--- src/rtl/mac_dot_sequencer_if.sv ---
// mac_dot_sequencer_if: operand-pair input stream and result output stream.
// The sequencer takes the slave side; the producer/consumer take master.
interface mac_dot_sequencer_if;
    logic        in_valid;
    logic        in_ready;
    logic [31:0] in_a;
    logic [31:0] in_b;
    logic        out_valid;
    logic        out_ready;
    logic [63:0] out_data;

    modport master (
        output in_valid,
        output in_a,
        output in_b,
        output out_ready,
        input  in_ready,
        input  out_valid,
        input  out_data
    );

    modport slave (
        input  in_valid,
        input  in_a,
        input  in_b,
        input  out_ready,
        output in_ready,
        output out_valid,
        output out_data
    );
endinterface

--- src/rtl/mac_dot_sequencer.sv ---
// mac_dot_sequencer: length-N dot product plus bias over one shared MAC.
// Optional macro MAC_DOT_SAT_EN saturates the accumulator on overflow.
module multiply_accumulate (
    input  logic [31:0] a,
    input  logic [31:0] b,
    input  logic [63:0] c,
    output logic [63:0] y
);
    assign y = (64'(a) * 64'(b)) + c;
endmodule

module mac_dot_sequencer #(
    parameter int LEN_W = 8
) (
    input  logic             clk,
    input  logic             rst,
    input  logic             start,
    input  logic             abort,
    input  logic [LEN_W-1:0] len,
    input  logic [63:0]      bias,
    output logic             busy,
    mac_dot_sequencer_if.slave bus
);
    typedef enum logic [1:0] {
        IDLE = 2'd0,
        RUN  = 2'd1,
        DONE = 2'd2
    } state_t;

    state_t state_q;
    state_t state_d;

    logic [63:0]      acc_q;
    logic [63:0]      acc_d;
    logic [LEN_W-1:0] remaining_q;
    logic [63:0]      mac_out;
    logic             fire;
    logic             launch;
    logic             last;

    multiply_accumulate u_mac (
        .a (bus.in_a),
        .b (bus.in_b),
        .c (acc_q),
        .y (mac_out)
    );

    assign fire   = bus.in_valid && bus.in_ready;
    assign launch = (state_q == IDLE) && start && !abort;
    assign last   = remaining_q == LEN_W'(1);

`ifdef MAC_DOT_SAT_EN
    // A wrapped sum is always smaller than the addend it started from.
    assign acc_d = (mac_out < acc_q) ? 64'hFFFF_FFFF_FFFF_FFFF : mac_out;
`else
    assign acc_d = mac_out;
`endif

    always_ff @(posedge clk) begin
        if (rst) begin
            state_q <= IDLE;
        end else begin
            state_q <= state_d;
        end
    end

    always_comb begin
        state_d = state_q;
        unique case (state_q)
            IDLE: begin
                if (start) begin
                    state_d = (len == '0) ? DONE : RUN;
                end
            end
            RUN: begin
                if (fire && last) begin
                    state_d = DONE;
                end
            end
            DONE: begin
                if (bus.out_ready) begin
                    state_d = IDLE;
                end
            end
            default: state_d = IDLE;
        endcase
        if (abort) begin
            state_d = IDLE;
        end
    end

    always_comb begin
        busy          = 1'b0;
        bus.in_ready  = 1'b0;
        bus.out_valid = 1'b0;
        unique case (state_q)
            IDLE: ;
            RUN: begin
                busy         = 1'b1;
                bus.in_ready = 1'b1;
            end
            DONE: begin
                busy          = 1'b1;
                bus.out_valid = 1'b1;
            end
            default: ;
        endcase
    end

    always_ff @(posedge clk) begin
        if (rst || abort) begin
            acc_q       <= '0;
            remaining_q <= '0;
        end else if (launch) begin
            acc_q       <= bias;
            remaining_q <= len;
        end else if (fire) begin
            acc_q       <= acc_d;
            remaining_q <= remaining_q - LEN_W'(1);
        end
    end

    assign bus.out_data = acc_q;
endmodule

--- src/flat_wrapper.sv ---
// flat-port wrapper written by rule: the top's interface ports become plain ports
module mac_dot_sequencer_flat 
#(
    parameter int LEN_W = 8
)
  (clk, rst, start, abort, len, bias, busy, bus_in_valid, bus_in_a, bus_in_b, bus_out_ready, bus_in_ready, bus_out_valid, bus_out_data);
  mac_dot_sequencer_if bus_i ();
  input  logic clk;
  input  logic rst;
  input  logic start;
  input  logic abort;
  input  logic [LEN_W-1:0] len;
  input  logic [63:0] bias;
  output logic busy;
  input wire logic [$bits(bus_i.in_valid)-1:0] bus_in_valid;
  input wire logic [$bits(bus_i.in_a)-1:0] bus_in_a;
  input wire logic [$bits(bus_i.in_b)-1:0] bus_in_b;
  input wire logic [$bits(bus_i.out_ready)-1:0] bus_out_ready;
  output wire logic [$bits(bus_i.in_ready)-1:0] bus_in_ready;
  output wire logic [$bits(bus_i.out_valid)-1:0] bus_out_valid;
  output wire logic [$bits(bus_i.out_data)-1:0] bus_out_data;
  assign bus_i.in_valid = bus_in_valid;
  assign bus_i.in_a = bus_in_a;
  assign bus_i.in_b = bus_in_b;
  assign bus_i.out_ready = bus_out_ready;
  assign bus_in_ready = bus_i.in_ready;
  assign bus_out_valid = bus_i.out_valid;
  assign bus_out_data = bus_i.out_data;
  mac_dot_sequencer #(.LEN_W(LEN_W)) u_core (.clk(clk), .rst(rst), .start(start), .abort(abort), .len(len), .bias(bias), .busy(busy), .bus(bus_i));
endmodule
--- config.mk ---
export PLATFORM = sky130hd
export DESIGN_NAME = mac_dot_sequencer_flat
export DESIGN_NICKNAME = d
export VERILOG_FILES = /design/src/rtl/mac_dot_sequencer_if.sv /design/src/rtl/mac_dot_sequencer.sv /design/src/flat_wrapper.sv
export SDC_FILE = /design/constraint.sdc
export NUM_CORES = 2
export LEC_CHECK = 0
export CORE_MARGIN = 2
export CORE_UTILIZATION = 50
export CTS_CLUSTER_DIAMETER = 40
export DETAILED_ROUTE_END_ITERATION = 6
export MAX_ROUTING_LAYER = met4
export PLACE_DENSITY = 0.69
export SLEW_MARGIN = 20
export SYNTH_ARGS = -nofsm -noshare
export SYNTH_HDL_FRONTEND = slang
export SYNTH_SLANG_ARGS = --single-unit
export TNS_END_PERCENT = 50
--- constraint.sdc ---
create_clock -name clk -period 12.55 [get_ports clk]
set_input_delay 3.765 -clock clk [delete_from_list [all_inputs] [get_ports clk]]
set_output_delay 3.765 -clock clk [all_outputs]
set_load 0.05 [all_outputs]
* After elaboration in Yosys (flattened, before gate mapping)
Cells that the tools add are included.
** Cells by class
- Reduce and logical (&&, ||, !) cells :: 12
- Div/mod/pow operators :: 0
- Add/sub/neg operators :: 2
- Multiplexer cells :: 12
- Bitwise logic cells :: 0
- Order comparisons :: 0
- $mul :: 1
- Equality and inequality tests :: 6
- Shifts and indexed selects :: 0
** Operator list (count)
- $mux W64 :: 2
- $add A64 B64 Y64 :: 1
- $mul A32 B32 Y64 :: 1
- $mux W8 :: 2
- $eq A8 B1 Y1 const B :: 1
- $logic_not A8 Y1 :: 1
- $mux W2 :: 4
- $sub A8 B1 Y8 const B :: 1
- $pmux W2 S3 :: 1
- $logic_and A1 B1 Y1 :: 4
- $ne A2 B2 Y1 const B :: 2
- $reduce_or A2 Y1 :: 2
- $mux W1 :: 3
- $reduce_and A3 Y1 :: 1
- $eq A2 B1 Y1 const B :: 1
- $eq A2 B2 Y1 const B :: 1
- $logic_not A2 Y1 :: 1
- $ne A2 B1 Y1 const B :: 1
- $reduce_bool A2 Y1 :: 1
- $logic_not A1 Y1 :: 1
- $logic_or A1 B1 Y1 :: 1
** Word-level totals
- Memory bits (read-only) :: 0
- Register bits :: 74
- Memory bits (writable) :: 0
- Output and inout port bits :: 67
- Bits of input ports :: 142
- Bits in latches :: 0
- Memories :: 0

* Longest topological paths before layout
- Depth in word-level cells :: 6
- Depth in mapped cells :: 29
- Mapped depth without buffers :: 27

* By module
Synthesis repeated with hierarchy kept, for this count alone.
** Unflattened totals
- Cell total of the unflattened synthesis :: 4357
- Area, all modules :: 38046.5 um^2
** By module, submodules not included
- multiply_accumulate :: instances 1, area each 34702.0 um^2, cells each 3925
- mac_dot_sequencer :: instances 1, area each 3344.5 um^2, cells each 432

* Worst setup path before layout
Ideal clock, no wire load.
- Kind :: input -> register
- Start :: input port bus_in_b[8]
- End :: register u_core.acc_q[54], in the netlist u_core.bus.out_data[54]
- Arrival time :: 10.576 ns
- Library setup time :: 0.095 ns
- Stages on the path :: 25
- Slack :: 1.879 ns
- Data required time :: 12.455 ns
- Cells stage by stage :: clkbuf_1 nand2_1 fa_1 fa_1 inv_1 fa_1 inv_1 fa_1 inv_1 fa_1 fa_1 fa_1 inv_1 fa_1 inv_1 ha_1 clkbuf_1 nand4_1 or3_1 a2111oi_0 a211oi_1 o31ai_2 a21boi_1 xor2_1 a221oi_1
** On the way
- Word-level cells in the longest chain between the ends :: 4
** Ends and longest elaborated chain
- from (decl) :: RTL line flat_wrapper.sv:17 : input wire logic [$bits(bus_i.in_b)-1:0] bus_in_b;
- $mul A32 B32 Y64 :: RTL line mac_dot_sequencer.sv:9 : assign y = (64'(a) * 64'(b)) + c;
- $add A64 B64 Y64 :: RTL line mac_dot_sequencer.sv:9
- $mux W64 :: RTL line mac_dot_sequencer.sv:117 : end else if (fire) begin
- $mux W64 :: RTL line mac_dot_sequencer.sv:114 : end else if (launch) begin
- to (signal assigned) :: RTL line mac_dot_sequencer.sv:115 : acc_q <= bias;
- to (decl) :: RTL line mac_dot_sequencer.sv:33 : logic [63:0] acc_q;
No other way between the ends. The select of a mux whose other input is x is not followed.
A chain may end at the register's enable or synchronous reset.

* Final worst setup path
- Start :: input port bus_in_b[6]
- End :: register u_core.acc_q[54], in the netlist u_core.bus.out_data[54]
The elaborated chain is that of the path after synthesis.

==> impl_metrics.toml <==
[run_status]
status = "complete, no violations"

[routing]
drt_iter0_markers = 1927
dr.pass1.iters = 5
antenna_left = 0
routed_wl_um = 108000
routed_wire_length_per_instance_um = 19.9
vias_per_cell = 5.36
drc = 0
route.vias.total = 29100

[die]
pin_count = 209
placementRows = 101
die_y_um = 279
core_area_sq_um = 75600
start_util_pct = 50.2
die_area_sq_um = 78100
die_x_um = 279

[sta]
rsz0062_at_grt = "no"
clock_skew_ns = 0.0114
hold_viol_final = 0
relSlewSlack_pct = 30.3
finalSetupTns_ns = 0
tightest_slew_ns = 1.05
maxSlewViolCount = 0
worst_slack_ns = 0.665
min_period_ns = 11.89
fmax_mhz = 84.1
fin_crit_sh_pct = 94.7
setup_violations = 0

[layout]
area_growth_pct = 9.45
multiInputGateArea_sq_um = 31400
fill_cells = 6946
finalInstanceArea_sq_um = 41500
seq_area_sq_um = 1480
layout-drive-gt1-share_pct = 3.20
nets = 5788

[critical_path]
worstPathMaxFanout = 20
start_kind = "input port"
critical_path_class = "input port to flop"
slowest_delay_ns = 0.86
path_common_cell = "fa_1"
required_ns = 12.81
slowest_stage = "clkdlybuf4s50_1"
arrival_ns = 12.14
critPathCaptureType = "flop"

[clock_tree]
postCtsResizedCells = 0
cts_setup_buffers = 0
clk_pin_slew_worst_paths_ns = 0.07
htreeDepth = 3
clk_path_buf_depth = 2
hold_buffers = 0
cts_tree = "built"
clk_latency_ns = 0.35
cts-root-buf = "clkbuf_16"
cts_made_buffers = 9
cts.sinks = 74

[global_routing]
grt_overflow = 0
grt_usage_pct = 29.7
grt_pass1_vias = 31000
antenna_found_initial = 4
grt_pass1_wl_um = 175000
grt_max_degree = 97

[logic_synthesis]
ys_top_cells_by_count = "1080 x inv_1, 959 x fa_1, 700 x nand2_1"
netlist_area_sq_um = 37900
synth_area_leaders = "fa_1 51%, inv_1 11%, ha_1 8.2%, and2_1 7.5%, nand2_1 6.9%"
ys_warn_count = 0
ys_types = 58
seq_area_frac_synth_pct = 3.90
ys_ff_latch = 74
synthCells = 4368
synth_nets = 5717
yosys.area.top_type = "fa_1"
synthFlopType = "dfxtp_1"
synth.top_cell.area_share_pct = 50.6
yosysMostFrequentCell = "inv_1"
synth_edf_count = 0
synthArstFlopShare_pct = 0
avgSynthCellArea_sq_um = 8.69

[place]
detailedPlace.worstSlack_ns = 0.362
place_hpwl_um = 93200
io_buffers = 208
placed_cell_area_sq_um = 41200
gp_congestion = 0.974

[worst_hold_path]
hp-class = "flop to flop"

[job]
drv_cap = 0
[placed cells by master, fill, tap and decap left out, drive strengths merged, types with 20 or more instances in the layout]
master	n
buf	117
a21o	25
inv	1081
xor2	23
a311oi	23
nor2	79
nand2	700
ha	248
clkdlybuf4s50	208
o21ai	73
nor3	20
and2	454
nand4	33
dfxtp	74
fa	959
xnor2	43
a21oi	121
[logic make-up (layout without fill, tap and decap cells)]
logic type | after synthesis | after routing | share of synthesized area, %
compound gates | 344 | 344 | 5.70
xor+xnor | 66 | 66 | 1.52
fa+ha+maj | 1207 | 1207 | 58.8
buf+inv | 1345 | 1421 | 13.3
flops | 74 | 74 | 3.90
mux | 1 | 1 | 0.0264
other cells | 0 | 4 | 0
simple gates | 1331 | 1331 | 16.7
[routing by layer]
metal / vias to the layer above / track usage, % / wire, um
li1: 12900 / - / -
met1: 15000 / 39.0 / 44700
met2: 1010 / 48.0 / 51900
met3: 195 / 4.25 / 7040
met4: 0 / 9.47 / 4080
met5: - / - / 0
[metrics by stage]
step / util [%] / hold WS (ns) / cells
finish: 54.9 / 0.503 / 5426
global route: 54.9 / 0.518 / 5426
CTS: 54.9 / 0.506 / 5422
detailed placement: 54.6 / 0.497 / 5406
global placement: 54.6 / 0.483 / 5406
floorplan: - / 0.467 / 4368
[area by class of cell]
type / instances / share of cell area, %
antenna: 4 / 0.0241
clock buffer: 12 / 0.594
clock inverter: 4 / 0.0633
inverter: 1080 / 9.76
multi-input combinational: 2949 / 75.7
sequential: 74 / 3.57
tap: 978 / 2.95
timing repair buffer: 325 / 7.37
[sequential cells by signal (all words and copies together) (netlist names)]
register / count
u_core.bus.out_data: 64
u_core.remaining_q: 8
u_core.state_q: 2
[worst max-delay path: cells and delay by family]
| kind | cells | cell delay, ns |
|---|---|---|
| xor+xnor | 1 | 0.16 |
| simple gates | 3 | 0.62 |
| compound gates | 5 | 1.54 |
| buf+inv | 9 | 1.65 |
| fa+ha+maj | 9 | 4.38 |
[final timing paths]
kind | endpoint | slack [ns] | cells after the start | from
worst max-delay path | u_core.bus.out_data[54] | 0.66 | 27 | bus_in_b[6]
worst min-delay path | u_core.state_q[0] | 0.50 | 2 | u_core.state_q[0]
worst max register to register | u_core.bus.out_data[54] | 4.63 | 21 | u_core.bus.out_data[31]
worst min register to register | u_core.state_q[0] | 0.50 | 2 | u_core.state_q[0]
Power is not shown: default switching activity piles up to over one toggle a cycle in this logic, so the estimate is an artifact.
